--- config.mk ---
export PLATFORM = sky130hd
export DESIGN_NAME = hazard_ctrl
export DESIGN_NICKNAME = d
export VERILOG_FILES = /design/src/rtl/hazard_ctrl.sv
export SDC_FILE = /design/constraint.sdc
export NUM_CORES = 1
export LEC_CHECK = 0
export BUFFER_PORTS_ARGS = -buffer_cell sky130_fd_sc_hd__buf_2
export CAP_MARGIN = 20
export CORE_AREA = 5 5 54 56
export CTS_BUF_LIST = sky130_fd_sc_hd__clkbuf_4 sky130_fd_sc_hd__clkbuf_8
export DETAILED_ROUTE_END_ITERATION = 10
export DIE_AREA = 0 0 59 61
export PLACE_DENSITY = 0.84
export REMOVE_ABC_BUFFERS = 1
export SLEW_MARGIN = 0
export SYNTH_ARGS = -nofsm -noshare
export SYNTH_HDL_FRONTEND = slang
export SYNTH_SLANG_ARGS = --single-unit
--- constraint.sdc ---
create_clock -name clk -period 2.5 [get_ports clk]
set_clock_uncertainty 0.15 [all_clocks]
set_input_delay 0.5 -clock clk [delete_from_list [all_inputs] [get_ports clk]]
set_output_delay 0.5 -clock clk [all_outputs]
set_load 0.1 [all_outputs]
--- src/rtl/hazard_ctrl.sv ---
// Hazard scheduler for the 3-stage RV32I core: S2/S3 destination scoreboard, registered
// S2 operand selects, load-use stall and redirect flush. Define HAZARD_LOAD_FWD_EN to forward load data.
module hazard_ctrl (
  input  logic        clk,
  input  logic        rst,
  input  logic [31:0] inst_s1,
  input  logic        s1_valid,
  input  logic        redirect_s2,
  output logic [1:0]  rs1_sel,
  output logic [1:0]  rs2_sel,
  output logic        pc_stall,
  output logic        s1_stall,
  output logic        s2_bubble,
  output logic        s1_flush
);
  localparam int NUM_SRC = 2;

  localparam logic [6:0] OP_LUI    = 7'b0110111;
  localparam logic [6:0] OP_AUIPC  = 7'b0010111;
  localparam logic [6:0] OP_JAL    = 7'b1101111;
  localparam logic [6:0] OP_JALR   = 7'b1100111;
  localparam logic [6:0] OP_BRANCH = 7'b1100011;
  localparam logic [6:0] OP_LOAD   = 7'b0000011;
  localparam logic [6:0] OP_STORE  = 7'b0100011;
  localparam logic [6:0] OP_ARI_I  = 7'b0010011;
  localparam logic [6:0] OP_ARI_R  = 7'b0110011;
  localparam logic [6:0] OP_CSR    = 7'b1110011;

  localparam logic [1:0] SEL_WB    = 2'b00;
  localparam logic [1:0] SEL_LATCH = 2'b01;
  localparam logic [1:0] SEL_RF    = 2'b10;

  typedef struct packed {
    logic       valid;
    logic [4:0] rd;
    logic       wen;
    logic       is_load;
  } sb_entry_t;

  typedef enum logic [1:0] {INIT, RUN, LU_STALL} state_t;

  state_t                        state;
  sb_entry_t                     sb_s1, sb_s2, sb_s3;
  logic [6:0]                    opcode;
  logic [4:0]                    rd_idx;
  logic [NUM_SRC-1:0][4:0]       rs_idx;
  logic [NUM_SRC-1:0]            rs_used, hit_s2, hit_s3, load_hit;
  logic [NUM_SRC-1:0][1:0]       sel_nxt, sel_q;
  logic                          rd_wen, is_load, lu_hazard;

  assign opcode    = inst_s1[6:0];
  assign rd_idx    = inst_s1[11:7];
  assign rs_idx[0] = inst_s1[19:15];
  assign rs_idx[1] = inst_s1[24:20];
  assign is_load   = (opcode == OP_LOAD);

  wire unused_inst = ^{inst_s1[31:25], inst_s1[13:12]};

  always_comb begin
    rd_wen  = 1'b0;
    rs_used = '0;
    case (opcode)
      OP_LUI, OP_AUIPC, OP_JAL: rd_wen = 1'b1;
      OP_JALR, OP_LOAD, OP_ARI_I: begin
        rd_wen     = 1'b1;
        rs_used[0] = 1'b1;
      end
      OP_BRANCH, OP_STORE: rs_used = 2'b11;
      OP_ARI_R: begin
        rd_wen  = 1'b1;
        rs_used = 2'b11;
      end
      // CSR immediate forms (funct3[2] set) carry a zimm, not rs1
      OP_CSR: begin
        rd_wen     = 1'b1;
        rs_used[0] = ~inst_s1[14];
      end
      default: ;
    endcase
    if (rd_idx == 5'd0) rd_wen = 1'b0;
    if (!s1_valid) rs_used = '0;
  end

  assign sb_s1 = '{valid:   s1_valid,
                   rd:      rd_idx,
                   wen:     rd_wen & s1_valid,
                   is_load: is_load & s1_valid};

  // During LU_STALL the load sits in S3 and its data arrives on the S3 path, hence 00
  genvar g;
  generate
    for (g = 0; g < NUM_SRC; g++) begin : g_src
      assign hit_s2[g]   = rs_used[g] && (rs_idx[g] != 5'd0) &&
                           sb_s2.valid && sb_s2.wen && (sb_s2.rd == rs_idx[g]);
      assign hit_s3[g]   = rs_used[g] && (rs_idx[g] != 5'd0) &&
                           sb_s3.valid && sb_s3.wen && (sb_s3.rd == rs_idx[g]);
      assign load_hit[g] = hit_s2[g] && sb_s2.is_load;
      assign sel_nxt[g]  = hit_s2[g] ? SEL_WB :
                           hit_s3[g] ? ((state == LU_STALL) ? SEL_WB : SEL_LATCH) :
                           SEL_RF;
    end
  endgenerate

`ifdef HAZARD_LOAD_FWD_EN
  assign lu_hazard = 1'b0;
  wire unused_load_hit = |load_hit;
`else
  assign lu_hazard = |load_hit;
`endif

  always_comb begin
    pc_stall  = 1'b0;
    s1_stall  = 1'b0;
    s2_bubble = 1'b0;
    s1_flush  = 1'b0;
    case (state)
      INIT: s2_bubble = 1'b1;
      RUN: begin
        if (redirect_s2) begin
          s1_flush  = 1'b1;
          s2_bubble = 1'b1;
        end else if (lu_hazard) begin
          pc_stall  = 1'b1;
          s1_stall  = 1'b1;
          s2_bubble = 1'b1;
        end
      end
      LU_STALL: begin
        if (redirect_s2) begin
          s1_flush  = 1'b1;
          s2_bubble = 1'b1;
        end
      end
      default: s2_bubble = 1'b1;
    endcase
  end

  always_ff @(posedge clk) begin
    if (!rst) begin
      state <= INIT;
      sb_s2 <= '0;
      sb_s3 <= '0;
      sel_q <= {NUM_SRC{SEL_RF}};
    end else begin
      sb_s3 <= sb_s2;
      sb_s2 <= s2_bubble ? '0 : sb_s1;
      case (state)
        INIT:    state <= RUN;
        RUN:     if (!redirect_s2 && lu_hazard) state <= LU_STALL;
        default: state <= RUN;
      endcase
      // A bubble that is not a stall (INIT or redirect) leaves nothing real in S2
      if (s2_bubble && !s1_stall) sel_q <= {NUM_SRC{SEL_RF}};
      else if (!s1_stall)         sel_q <= sel_nxt;
    end
  end

  assign rs1_sel = sel_q[0];
  assign rs2_sel = sel_q[1];

endmodule

==> metrics.md <==
| Metric | Value |
|---|---|
| Status | finished with violations |
| Failing checks | negative setup slack |
| Finish-stage setup viols | 3 |
| Ant. Diodes | 0 |
| Post-Layout Cell Count | 209 |
| Post-synth top area share | 0.371 |
| Critical path's largest stage delay | 370 ps |
| Die Y | 61 um |
| Register share of total power | 0.531 |
| Combinational power share | 0.206 |
| Global placer's final weighted congestion | 0.860 |
| Initial antenna violation count | 0 |
| Syn Area/Cell | 9.21 sq um |
| Most frequent cells in the layout | 31 x buf_2, 20 x buf_4, 19 x dfxtp_1 |
| Power, Total | 658 uW |
| CP endpoint kind | primary output |
| Slew headroom | 0.677 |
| Clock tree from TritonCTS | done |
| Crit-path cells | xor2_2, nor4_2, nand4_1, o2bb2ai_4, nand3_1, nand3b_1, buf_12 |
| RSZ-0062 raised after global routing | yes |
| Yosys warnings | 0 |
| Final WL | 3140 um |
| WP data required | 1850 ps |
| DIE WIDTH | 59 um |
| HPWL Detailed | 2380 um |
| Minimum clock period | 2710 ps |
| Core ar. | 2390 sq um |
| Clock Path Buffers | 2 |
| First-pass GRT wire length | 4970 um |
| PortBufs | 34 |
| Worst hold path class | input port to flip-flop |
| Switching power | 193 uW |
| # DRC | 0 |
| CP arrival | 2060 ps |
| Top Family by Delay on Critical Path | simple AND/OR/NAND/NOR gates |
| Layout cells sized above 1 | 0.391 |
| Clk Latency, worst-skew pair | 330 ps |
| Worst slew pin tran | 488 ps |
| Distinct cells, synth | 32 |
| Vias in the first global route | 1126 |
| Dpl cells | 203 |
| Final period util | 1.08 |
| Vias | 1116 |
| Vias per cell | 5.34 |
| CTS root buf | clkbuf_4 |
| Synthesized flop and latch total | 21 |
| PnR worst setup slack | -205 ps |
| Starting density of the core | 0.474 |
| Met1 usage | 0.211 |
| CTS buffer count | 3 |
| # hold bufs at CTS | 0 |
| Buf/Inv on CP | 1 |
| Largest net degree at the start of global routing | 15 |
| Total congestion overflow | 0 |
| Hold Vio Cnt, Final | 0 |
| Leakage | 0.000741 uW |
| Detailed Routing Iterations Pass 1 | 4 |
| PwrDens | 413 nW/um^2 |
| Sw frac | 0.293 |
| Max Slew Vio Count | 0 |
| Most common cell after layout, fill and taps aside | buf_2 |
| First DRT Iteration DRCs | 39 |
| Pint | 465 uW |
| Crit-path slowest cell | dfxtp_2 |
| DRT antenna net count | 0 |
| Post-Synthesis Cells | 123 |
| TritonCTS sink count | 21 |
| Row Count | 18 |
| Startpoint types | flip-flop |
| Hold_ws | 232 ps |
| WL/cell | 15.0 um |
| Ports | 44 |
| Area leader, netlist | dfxtp_1 |
| CP Class | flip-flop to primary output |
| Clock Pin Slew Worst Setup and Hold Paths | 130 ps |
| Nets@finish | 218 |
| VDD IR max | 0.315 mV |
| Max Clk Rate | 370 MHz |
| Clk pwr share | 0.263 |
| Post-Syn Area | 1130 sq um |
| Maxcap violations | 0 |
| Die Footprint | 3600 sq um |
| Crit path max fanout | 3 |
| Register area share after synthesis | 0.371 |
| Fillers | 197 |
| Total track usage | 0.188 |
| Layout area overhead | 40.8% |
| H-Tree Depth | 1 |
| Grt met2 use | 0.322 |
| Routing usage on met3 | 0.0468 |
| Most Crowded Layer GR | met2 |
| Synth area leaders | dfxtp_1 37%, xor2_1 9.3%, and2_1 6.6% |
## cell type report
| type | instances | area, sq um | area share |
|---|---|---|---|
| clock buffer | 3 | 22.5 | 0.0141 |
| clock inverter | 1 | 5.00 | 0.00314 |
| inverter | 4 | 17.5 | 0.0110 |
| multi-input combinational | 96 | 723 | 0.454 |
| sequential | 21 | 423 | 0.265 |
| tap | 30 | 37.5 | 0.0235 |
| timing repair buffer | 54 | 365 | 0.229 |
## logic make-up (layout without fill, tap and decap cells)
| group | after synthesis | count (layout) | synth area share |
|---|---|---|---|
| AO/OA/AOI/OAI | 13 | 13 | 0.0917 |
| flip-flops | 21 | 21 | 0.371 |
| adder cells (fa/ha/maj) | 2 | 2 | 0.0221 |
| multiplexers | 5 | 5 | 0.0442 |
| XOR/XNOR | 20 | 20 | 0.155 |
| AND/OR/NAND/NOR | 56 | 56 | 0.293 |
| buffers and inverters | 6 | 62 | 0.0232 |
## worst reg2reg max path: cells and delay by family (launching register included)
family,cells,cell delay [ps]
AND/OR/NAND/NOR,2,560
buffers and inverters,3,440
flip-flops,1,370
AO/OA/AOI/OAI,1,260
XOR/XNOR,1,150
multiplexers,1,120
## power by group through the flow
| stage | registers (uW) | clock network, uW | logic, uW |
|---|---|---|---|
| floorplan | 354 | 0 | 65.0 |
| global placement | 355 | 0 | 125 |
| detailed placement | 356 | 0 | 130 |
| CTS | 349 | 172 | 133 |
| global route | 350 | 195 | 146 |
| finish | 349 | 173 | 136 |
## Yosys cell counts
master and number:
dfxtp_1 21, and2_1 12, xor2_1 12, nand2_1 8, xnor2_1 8, a21oi_1 5
mux2i_1 5, nor2_1 5, and3_1 4, inv_1 4, nand3_1 4, nor4_1 4
nand4_1 3, nor2b_1 3, nor3_1 3, o21ai_0 3, ha_1 2, nand3b_1 2
or4_1 2, a211oi_1 1, a21boi_1 1, a31oi_4 1, and2_2 1, buf_4 1
clkbuf_1 1, nand2b_1 1, nand4b_1 1, nand4b_2 1, nor3_2 1, nor3b_1 1
o211ai_2 1, o2bb2ai_2 1
## worst paths after layout
check | from | end | slack [ps] | depth (start not counted)
worst min register to register | rs2_sel[0] | rs2_sel[0] | 310 | 2
worst max register to register | sb_s2[2] | rs1_sel[1] | 350 | 8
worst max-delay path | sb_s2[2] | s2_bubble | -210 | 7
worst min-delay path | inst_s1[10] | sb_s2[5] | 230 | 2
## state kept, by name (all words and copies together) (netlist names)
| register | flops |
|---|---|
| state | 2 |
| sb_s3 | 7 |
| rs1_sel | 2 |
| rs2_sel | 2 |
| sb_s2 | 8 |
## metal layers
metal / vias to the layer above / share of wire / wire length, um
met5: - / 0 / 0
li1: 540 / - / -
met2: 42 / 0.51 / 1590
met3: 11 / 0.057 / 180
met1: 523 / 0.40 / 1270
met4: 0 / 0.032 / 99
## metrics by stage
step / worst slack, ps / area (sq um) / util / TNS [ps]
detailed placement: -180 / 1510 / 0.632 / -484
floorplan: -911 / 1120 / - / -2360
CTS: -162 / 1580 / 0.660 / -429
global route: -264 / 1590 / 0.668 / -765
global placement: -128 / 1510 / 0.632 / -368
finish: -205 / 1590 / 0.668 / -583
## timing repair
action                     in CTS  in global routing
setup endpoints to repair       3                  3
gates resized for setup         7                  2
pin swaps                       4                  2
buffers inserted                1                  1
Power figures use the tool's default switching activity.
